<file path="src/rtl/pkt_arb_pkg.sv">
// Shared types and constants for the packet drain arbiter.
package pkt_arb_pkg;

  typedef enum logic [1:0] {
    IDLE    = 2'd0,
    CAPTURE = 2'd1,
    OUT     = 2'd2
  } arb_state_t;

  localparam logic SRC_VALID   = 1'b0;
  localparam logic SRC_INVALID = 1'b1;
  localparam int   WCNT_W      = 4;

endpackage

</file>
<file path="src/rtl/pkt_arb_wrr.sv">
// Weighted round-robin grant between the valid and invalid packet FIFOs.
// Grant is combinational from the empty flags; the weight counter advances on each grant.
module pkt_arb_wrr #(
  parameter int VALID_WEIGHT = 3
) (
  input  logic       clk,
  input  logic       rst,
  input  logic       grant_stb,
  input  logic       drain_en,
  input  logic       vf_empty,
  input  logic       if_empty,
  output logic [1:0] grant
);
  import pkt_arb_pkg::*;

  localparam logic [WCNT_W-1:0] WEIGHT = WCNT_W'(VALID_WEIGHT);

  logic [WCNT_W-1:0] wcnt;

  // grant[0] selects the valid FIFO, grant[1] the invalid FIFO
  always_comb begin
    grant = 2'b00;
    if (grant_stb && drain_en) begin
      if (!vf_empty && !if_empty)
        grant = (wcnt < WEIGHT) ? 2'b01 : 2'b10;
      else if (!vf_empty)
        grant = 2'b01;
      else if (!if_empty)
        grant = 2'b10;
    end
  end

  always_ff @(posedge clk or posedge rst) begin
    if (rst)
      wcnt <= '0;
    else if (grant[1])
      wcnt <= '0;
    else if (grant[0] && (wcnt < WEIGHT))
      wcnt <= wcnt + 1'b1;
  end

endmodule

</file>
<file path="src/rtl/pkt_drain_arbiter.sv">
// Drains valid/invalid packet FIFOs into one tagged stream; rd_en to m_valid is 2 cycles, one word per 3 cycles.
// m_valid holds until m_ready; PKT_ARB_CNT_EN adds per-source handshake counters with cnt_clr.
module pkt_drain_arbiter #(
  parameter int DATA_WIDTH   = 32,
  parameter int VALID_WEIGHT = 3
) (
  input  logic                  clk,
  input  logic                  rst,
  input  logic                  drain_en,
  input  logic [DATA_WIDTH-1:0] vf_rd_data,
  input  logic                  vf_empty,
  output logic                  vf_rd_en,
  input  logic [DATA_WIDTH-1:0] if_rd_data,
  input  logic                  if_empty,
  output logic                  if_rd_en,
  output logic [DATA_WIDTH-1:0] m_data,
  output logic                  m_src,
  output logic                  m_valid,
  input  logic                  m_ready
`ifdef PKT_ARB_CNT_EN
  ,input  logic                 cnt_clr
  ,output logic [15:0]          vf_cnt
  ,output logic [15:0]          if_cnt
`endif
);
  import pkt_arb_pkg::*;

  arb_state_t state, state_nxt;
  logic [1:0] grant;
  logic       grant_stb;
  logic       gnt_src_q;

  // Reset also masks the combinational grant so no pop escapes while rst is high
  assign grant_stb = (state == IDLE) && !rst;

  pkt_arb_wrr #(
    .VALID_WEIGHT(VALID_WEIGHT)
  ) u_wrr (
    .clk      (clk),
    .rst      (rst),
    .grant_stb(grant_stb),
    .drain_en (drain_en),
    .vf_empty (vf_empty),
    .if_empty (if_empty),
    .grant    (grant)
  );

  always_ff @(posedge clk or posedge rst) begin
    if (rst)
      state <= IDLE;
    else
      state <= state_nxt;
  end

  always_comb begin
    state_nxt = state;
    case (state)
      IDLE:    if (grant != 2'b00) state_nxt = CAPTURE;
      CAPTURE: state_nxt = OUT;
      OUT:     if (m_ready) state_nxt = IDLE;
      default: state_nxt = IDLE;
    endcase
  end

  always_comb begin
    vf_rd_en = grant[0];
    if_rd_en = grant[1];
    m_valid  = (state == OUT);
  end

  always_ff @(posedge clk or posedge rst) begin
    if (rst) begin
      gnt_src_q <= SRC_VALID;
      m_data    <= '0;
      m_src     <= SRC_VALID;
    end else begin
      if (grant != 2'b00)
        gnt_src_q <= grant[1] ? SRC_INVALID : SRC_VALID;
      if (state == CAPTURE) begin
        m_data <= (gnt_src_q == SRC_INVALID) ? if_rd_data : vf_rd_data;
        m_src  <= gnt_src_q;
      end
    end
  end

`ifdef PKT_ARB_CNT_EN
  always_ff @(posedge clk or posedge rst) begin
    if (rst) begin
      vf_cnt <= '0;
      if_cnt <= '0;
    end else if (cnt_clr) begin
      vf_cnt <= '0;
      if_cnt <= '0;
    end else if (m_valid && m_ready) begin
      if (m_src == SRC_INVALID) begin
        if (if_cnt != 16'hFFFF) if_cnt <= if_cnt + 16'd1;
      end else begin
        if (vf_cnt != 16'hFFFF) vf_cnt <= vf_cnt + 16'd1;
      end
    end
  end
`endif

endmodule

</file>
<file path="config.mk">
export PLATFORM = sky130hd
export DESIGN_NAME = pkt_drain_arbiter
export DESIGN_NICKNAME = d
export VERILOG_FILES = /design/src/rtl/pkt_arb_pkg.sv /design/src/rtl/pkt_arb_wrr.sv /design/src/rtl/pkt_drain_arbiter.sv
export SDC_FILE = /design/constraint.sdc
export NUM_CORES = 1
export LEC_CHECK = 0
export ABC_AREA = 1
export ABC_CLOCK_PERIOD_IN_PS = 3600
export CAP_MARGIN = 10
export CELL_PAD_IN_SITES_DETAIL_PLACEMENT = 0
export CELL_PAD_IN_SITES_GLOBAL_PLACEMENT = 2
export CORE_MARGIN = 4
export CORE_UTILIZATION = 20
export DETAILED_ROUTE_END_ITERATION = 6
export PLACE_DENSITY_LB_ADDON = 0.15
export SYNTH_ARGS = -nofsm -noshare
export SYNTH_HDL_FRONTEND = slang
export SYNTH_SLANG_ARGS = --single-unit
export TNS_END_PERCENT = 50
</file>
<file path="constraint.sdc">
create_clock -name clk -period 3.6 [get_ports clk]
set_input_delay 0.72 -clock clk [delete_from_list [all_inputs] [get_ports clk]]
set_output_delay 0.72 -clock clk [all_outputs]
set_load 0.05 [all_outputs]
</file>
### Word level (Yosys, flattened, before mapping)

Index checks and enable logic that the tools add are counted.

| storage, ports and cells | value |
|---|---|
| logic and storage cells | 34 |
| bits of input ports | 70 |
| output and inout bits | 36 |
| flip-flop bits (word level) | 40 |

| cells by class | value |
|---|---|
| multiplexer cells | 12 |
| equality and inequality tests | 4 |
| $lt $le $gt $ge | 1 |
| add/sub/neg operators | 1 |
| reduce and logical (&&, ||, !) cells | 11 |

Operators by type and width:

| cell | count |
|---|---|
| $mux 32 | 1 |
| $mux 2 | 7 |
| $mux 4 | 2 |
| $pmux 2 s3 | 1 |
| $add 4x1->4 const B | 1 |
| $logic_and 1x1->1 | 4 |
| $lt 4x2->1 const B | 1 |
| $ne 2x1->1 const B | 2 |
| $reduce_bool 2->1 | 2 |
| $logic_not 1->1 | 3 |
| $eq 2x1->1 const B | 1 |
| $eq 2x2->1 const B | 1 |
| $logic_not 2->1 | 1 |
| $reduce_and 2->1 | 1 |
| $mux 1 | 1 |

### Longest topological paths before layout

Gate-level depths: netlist of the first run.

| depth | value |
|---|---|
| depth in word-level cells | 7 |
| depth in mapped cells | 8 |
| gate-level depth less buffers | 8 |

### By module

A second synthesis of the first run with hierarchy kept.

| second synthesis, totals | value |
|---|---|
| cell total of the unflattened synthesis | 287 |
| area total of the unflattened synthesis | 2128.3 um2 |

By module, submodules not included:

| module | cells an instance | area an instance (um2) | instances |
|---|---|---|---|
| pkt_drain_arbiter | 257 | 1885.6 | 1 |
| pkt_arb_wrr | 30 | 242.7 | 1 |

### Worst setup path after synthesis of the first run

Ideal clock, no wire load.

| timing path | value |
|---|---|
| path type | input -> output |
| start point | input port rst |
| end point | output port if_rd_en |
| data required time | 2880 ps |
| buffers on the path | 0 |
| arrival time | 2501 ps |
| stages | 5 |
| setup slack | 379 ps |
| path through | inv_1 -> nand2_1 -> nor2_4 -> nand3_1 -> inv_1 |

| on the way | value |
|---|---|
| cells in the longest elaborated chain, start to end | 4 |

Ends and longest elaborated chain:

| what | line | text |
|---|---|---|
| start, declared | pkt_drain_arbiter.sv:8 | `input logic rst,` |
| $logic_not 1->1 (no line) | n/a |  |
| $logic_and 1x1->1 | pkt_drain_arbiter.sv:34 | `assign grant_stb = (state == IDLE) && !rst;` |
| $logic_and 1x1->1 | pkt_arb_wrr.sv:23 | `if (grant_stb && drain_en) begin` |
| $mux 2 | pkt_arb_wrr.sv:23 |  |
| end, declared | pkt_drain_arbiter.sv:15 | `output logic if_rd_en,` |

Every way passes these cells.

### Final worst setup path of the first run

Ends and elaborated chain as after synthesis.

==> metrics, run 1 <==
multiplexer share of the synthesized area 0%; post-route ant nets 0; Layout area overhead 68.8%; crit start category input pin; max-slew violations 0; H-tree depth 2; synth warn 0; final setup vio count 0; Worst setup EP type output pin; Max Cap Viol 0; status completed; # Post-CTS Setup Buffers 0; GPL Wtd Cong 0.702; main combinational cell family by area after synthesis simple AND/OR/NAND/NOR gates; placed inst area 3000 um^2; WHS 0.491 ns; die area 10800 um^2; setup_tns 0 ns; final core utilization 35.1%; initial antenna violation count 0; Post-Syn Instances 226; CP max FO 5; P per Cell Area 896 nW/um^2; Final nets 401; post-synthesis simple-gate area fraction 19.6%; vias in the first global route 1917; Clock Tree Buf Depth 2; via count 1879; Post-Syn Area 1830 um^2; CTS hold repair buffers 0; Seq/Total Area, Yosys 54.6%; largest net degree at the start of global routing 41; gr ovfl total 0; IO buf count 105; Leak Pwr 0.00135 uW; Hold Crit Class flop to flop; Syn Nets 297; Seq cells post-synth 40; final wirelength 6370 um; GRT Util Overall 11.6%; Rows 34; Final Cycle Share 73.8%; RSZ-0062 raised after global routing no; Resize count post-CTS 0; io pins 106; Initial DRC Count 74; Arrival @ worst endpoint 1.94 ns; CTS Sinks 40; slew margin rel. 55.8%; critical path class input pin to output pin; Peak supply drop 0.301 mV; DP Wirelength 4200 um; die height 104 um; Final Skew 0.00237 ns; Final min period 2.66 ns; CORE AREA 8810 um^2; post-synthesis compound-gate area fraction 18.6%; cts bufs inserted 5; layout cells sized above 1 5.14%; Post-Synth XOR/XNOR Area 0%; CTS tree built; first-pass GRT wire length 9980 um; residual DRC count 0; DR vias/cell 4.28; Avg Cell Area, Syn 8.11 um^2; Final Hold Viols 0; Max Clock Freq 376 MHz; Antenna diodes 0; Distinct cells, synth 14; CTS root buffer clkbuf_8; Tightest Pin Transition 0.663 ns; clock-pin slew on the worst setup and hold paths 0.08 ns; clock network latency to the later pin of the worst-skew pair 0.29 ns; WL/cell 14.5 um; Starting Density 20.8%; WP data required 2.88 ns; DRT Pass-1 Iters 4; Die Width 104 um; final instance area 3090 um^2; Post-Synth Adder-Cell Area 0.683%
==> sequential cells by signal (all words and copies together), names as in the netlist <==
register	flops
state	2
m_data	32
gnt_src_q	1
m_src	1
u_wrr.wcnt	4
==> layer usage <==
metal | up-vias | routed length [um] | global-route usage, %
met1 | 860 | 2900 | 14.7
met5 | - | 0 | 0
met2 | 79 | 2880 | 18.5
li1 | 935 | - | -
met4 | 0 | 59 | 3.13
met3 | 5 | 530 | 4.35
==> Yosys cell counts <==
library cell	instances	area share, %
a21oi_1	1	0.27
buf_2	9	2.5
buf_6	1	0.61
clkbuf_2	2	0.55
dfrtp_1	40	55
ha_1	1	0.68
inv_1	12	2.5
inv_2	2	0.41
nand2_1	46	9.4
nand3_1	2	0.55
nor2_1	41	8.4
nor2_4	2	1.2
o21ai_0	37	10
o21ai_1	30	8.2
==> cell families after synthesis <==
kind of cell / after synthesis
flip-flops: 40
buffers and inverters: 26
AO/OA/AOI/OAI: 68
adder cells (fa/ha/maj): 1
AND/OR/NAND/NOR: 91
==> path summary, 6_finish.rpt <==
check                           slack (ns)                    from  cells past startpoint                      to
worst min register to register        0.49  m_data[11]$_DFFE_PP0N_                      2  m_data[11]$_DFFE_PP0N_
worst max register to register        2.17   gnt_src_q$_DFFE_PP0P_                      4  m_data[10]$_DFFE_PP0N_
worst min-delay path                  0.49  m_data[11]$_DFFE_PP0N_                      2  m_data[11]$_DFFE_PP0N_
max in group asynchronous             2.34                     rst                      3  m_data[30]$_DFFE_PP0N_
worst max-delay path                  0.94                     rst                      7                if_rd_en
min in group asynchronous             0.90                     rst                      3  m_data[10]$_DFFE_PP0N_
==> worst max-delay path: stages <==
cell and delay (ns):
clkdlybuf4s50_1 0.42, inv_2 0.06, nand2_1 0.08, nor2_4 0.15, nand3_1 0.17, inv_1 0.18, buf_12 0.15
==> where the power goes <==
part / total (uW) / switching, uW / internal [uW]
Sequential: 769 / 111 / 659
Clock: 314 / 158 / 157
Combinational: 1690 / 1140 / 548
==> area by class of cell <==
cell class / count / area (um^2)
clock buffers: 8 / 90.1
flip-flops and latches: 40 / 1000
multi-input cells: 160 / 712
well taps: 108 / 135
repair buffers: 109 / 1100
inverters: 14 / 52.6
fillers: 932 / 5710
==> stage by stage <==
step           setup WS [ns]  total power (uW)  instances
3_5_place_dp           0.919              2490        431
5_1_grt                0.820              2960        439
4_1_cts                0.909              2820        439
2_1_floorplan          0.379              1860        226
6_report               0.941              2770        439
3_3_place_gp           0.928              2490        431
==> cells in the final DEF (no fill, tap or decap), drive strengths merged <==
cell	netlist	routed
dfrtp	40	40
o21ai	67	67
nand3	2	2
nor2	43	43
a21oi	1	1
clkdlybuf4s50	0	103
clkbuf	2	8
ha	1	1
nand2	46	46
buf	10	6
inv	14	14
Note: power is estimated with default switching activity, not from simulation.
==> run 2: changes to the inputs <==
Settings changed: ABC_CLOCK_PERIOD_IN_PS 3600 to 2400, CORE_UTILIZATION 20 to 18.
Clock period 3.6 ns to 2.4 ns, I/O delays scaled along.
==> run 2 against run 1 <==
  * Setup slack got worse by 0.73 ns
  * Non-clock buffer count is 1 higher
  * Worst hold slack better by 0.0031 ns
  * Combinational power is 49% higher
  * Cell count increased by 5.9%
  * Critical endpoint is now m_valid
  * Highest routed layer unchanged
==> metrics, run 2 (synthesis gave the netlist of run 1 again) <==
RSZ-0062 raised after global routing no; hold_sp m_data[7]$_DFFE_PP0N_; WL/cell 13.8 um; commonest cells after routing, fill and taps aside clkdlybuf4s50_1, nand2_1, nor2_1; Final Cycle Share 91.0%; Hold Path End m_data[7]$_DFFE_PP0N_; CP top delay family buffers and inverters; Flop pwr share 27.8%; Tightest Pin Transition 0.678 ns; largest net degree at the start of global routing 41; DR vias/cell 4.00; clock network latency to the later pin of the worst-skew pair 0.29 ns; dpl cells 457; reg-to-reg startpoint state[0]$_DFFE_PP0P_; CORE AREA 9860 um^2; hold depth 2; final wirelength 6420 um; WP data required 1.92 ns; Rows 36; Leak Pwr 0.00135 uW; Pint 2030 uW; fin cells 465; CTS Sinks 40; Initial DRC Count 58; die height 109 um; final setup vio count 0; max reg flops 32; Final Skew 0.00895 ns; clock-pin slew on the worst setup and hold paths 0.08 ns; Clock Tree Buf Depth 2; sw frac 51.0%; crit start category flop; critical path class flop to output pin; Layout area overhead 69.9%; Clk pwr share 11.4%; Final min period 2.18 ns; CTS hold repair buffers 0; crit path cell chain inv_1 -> nor2_1 -> clkdlybuf4s50_1; Die Width 109 um; RR Endpoint state[1]$_DFFE_PP0P_; CTS tree built; combinational group share of total power 60.8%; via count 1858; DP Wirelength 4250 um; final core utilization 31.5%; R2R cell count 4; Top Registers m_data x32, u_wrr.wcnt x4, state x2; residual DRC count 0; layout cells sized above 1 6.02%; Critical-path top delay cell clkdlybuf4s50_1; Top reg by flops m_data; IO buf count 105; gr ovfl total 0; GPL Wtd Cong 0.669; final instance area 3110 um^2; post-route ant nets 0; fillcell total 1072; die area 11900 um^2; H-tree depth 2; cts bufs inserted 5; vias in the first global route 1920; Final nets 402; placed inst area 3020 um^2; initial antenna violation count 0; status completed; crit-path max cell delay 0.83 ns; GRT Util Overall 10.9%; Arrival @ worst endpoint 1.70 ns; DRT Pass-1 Iters 4; Resize count post-CTS 0; setup_tns 0 ns; switching pwr 2110 uW; Worst setup EP type output pin; commonest non-fill, non-tap cell in the layout clkdlybuf4s50_1; Max Clock Freq 458 MHz; io pins 106; CP max FO 2; first-pass GRT wire length 9990 um; # Post-CTS Setup Buffers 0; Starting Density 18.6%; P per Cell Area 1330 nW/um^2; worst reg2reg setup slack 1.06 ns; slew margin rel. 54.8%; Hold Crit Class flop to flop; CTS root buffer clkbuf_8; max-slew violations 0; Final Hold Viols 0; Antenna diodes 0; Peak supply drop 0.547 mV; WP buf/inv 2; Max Cap Viol 0
## run 2: cell count changes in the layout (fill, tap and decap cells not counted)
cell,delta
buf_12,-2
clkinv_2,+2
clkbuf_1,-2
buf_4,+3
inv_2,-1
clkinvlp_4,+1
## run 2: power groups by stage
stage                     clock, uW  sequential (uW)  combinational [uW]
after global routing            535             1200                2720
after global placement            0             1160                2580
final                           474             1150                2520
after detailed placement          0             1170                2570
after CTS                       506             1150                2570
after floorplan                   0             2140                 656
## run 2: how the worst max path moves through the flow
stage,from,depth (start not counted),slack (ns),end
CTS,state[1]$_DFFE_PP0P_,3,0.18,m_valid
global placement,rst,7,0.25,if_rd_en
finish,state[1]$_DFFE_PP0P_,3,0.22,m_valid
global route,state[1]$_DFFE_PP0P_,3,0.11,m_valid
detailed placement,rst,7,0.24,if_rd_en
floorplan,rst,5,0.14,if_rd_en
## run 2: routing by layer
metal / track usage (%) / vias to the layer above / routed length [um]
li1: - / 936 / -
met1: 14.5 / 848 / 3020
met2: 17.5 / 70 / 2820
met3: 3.02 / 4 / 520
met4: 2.71 / 0 / 51
met5: 0 / - / 0
## run 2: tightest hold or removal path: cells and delay by family (launching register included)
kind	cells	cell delay, ns
DFF	1	0.35
AOI/OAI and AO/OA	1	0.06
and+or+nand+nor	1	0.05
## run 2: metrics by stage
step / total power (uW) / hold WS [ns] / worst slack [ns]
finish: 4140 / 0.495 / 0.215
floorplan: 2790 / 0.463 / 0.137
global placement: 3740 / 0.473 / 0.248
global route: 4450 / 0.520 / 0.112
CTS: 4230 / 0.501 / 0.183
detailed placement: 3740 / 0.478 / 0.243
## run 2: cell type report
type	instances	area, um^2	area share [%]
multi-input combinational	160	712	22.9
clock inverter	2	10.0	0.322
clock buffer	6	82.6	2.65
inverter	14	56.3	1.81
sequential	40	1000	32.2
tap	133	166	5.35
timing repair buffer	110	1080	34.8
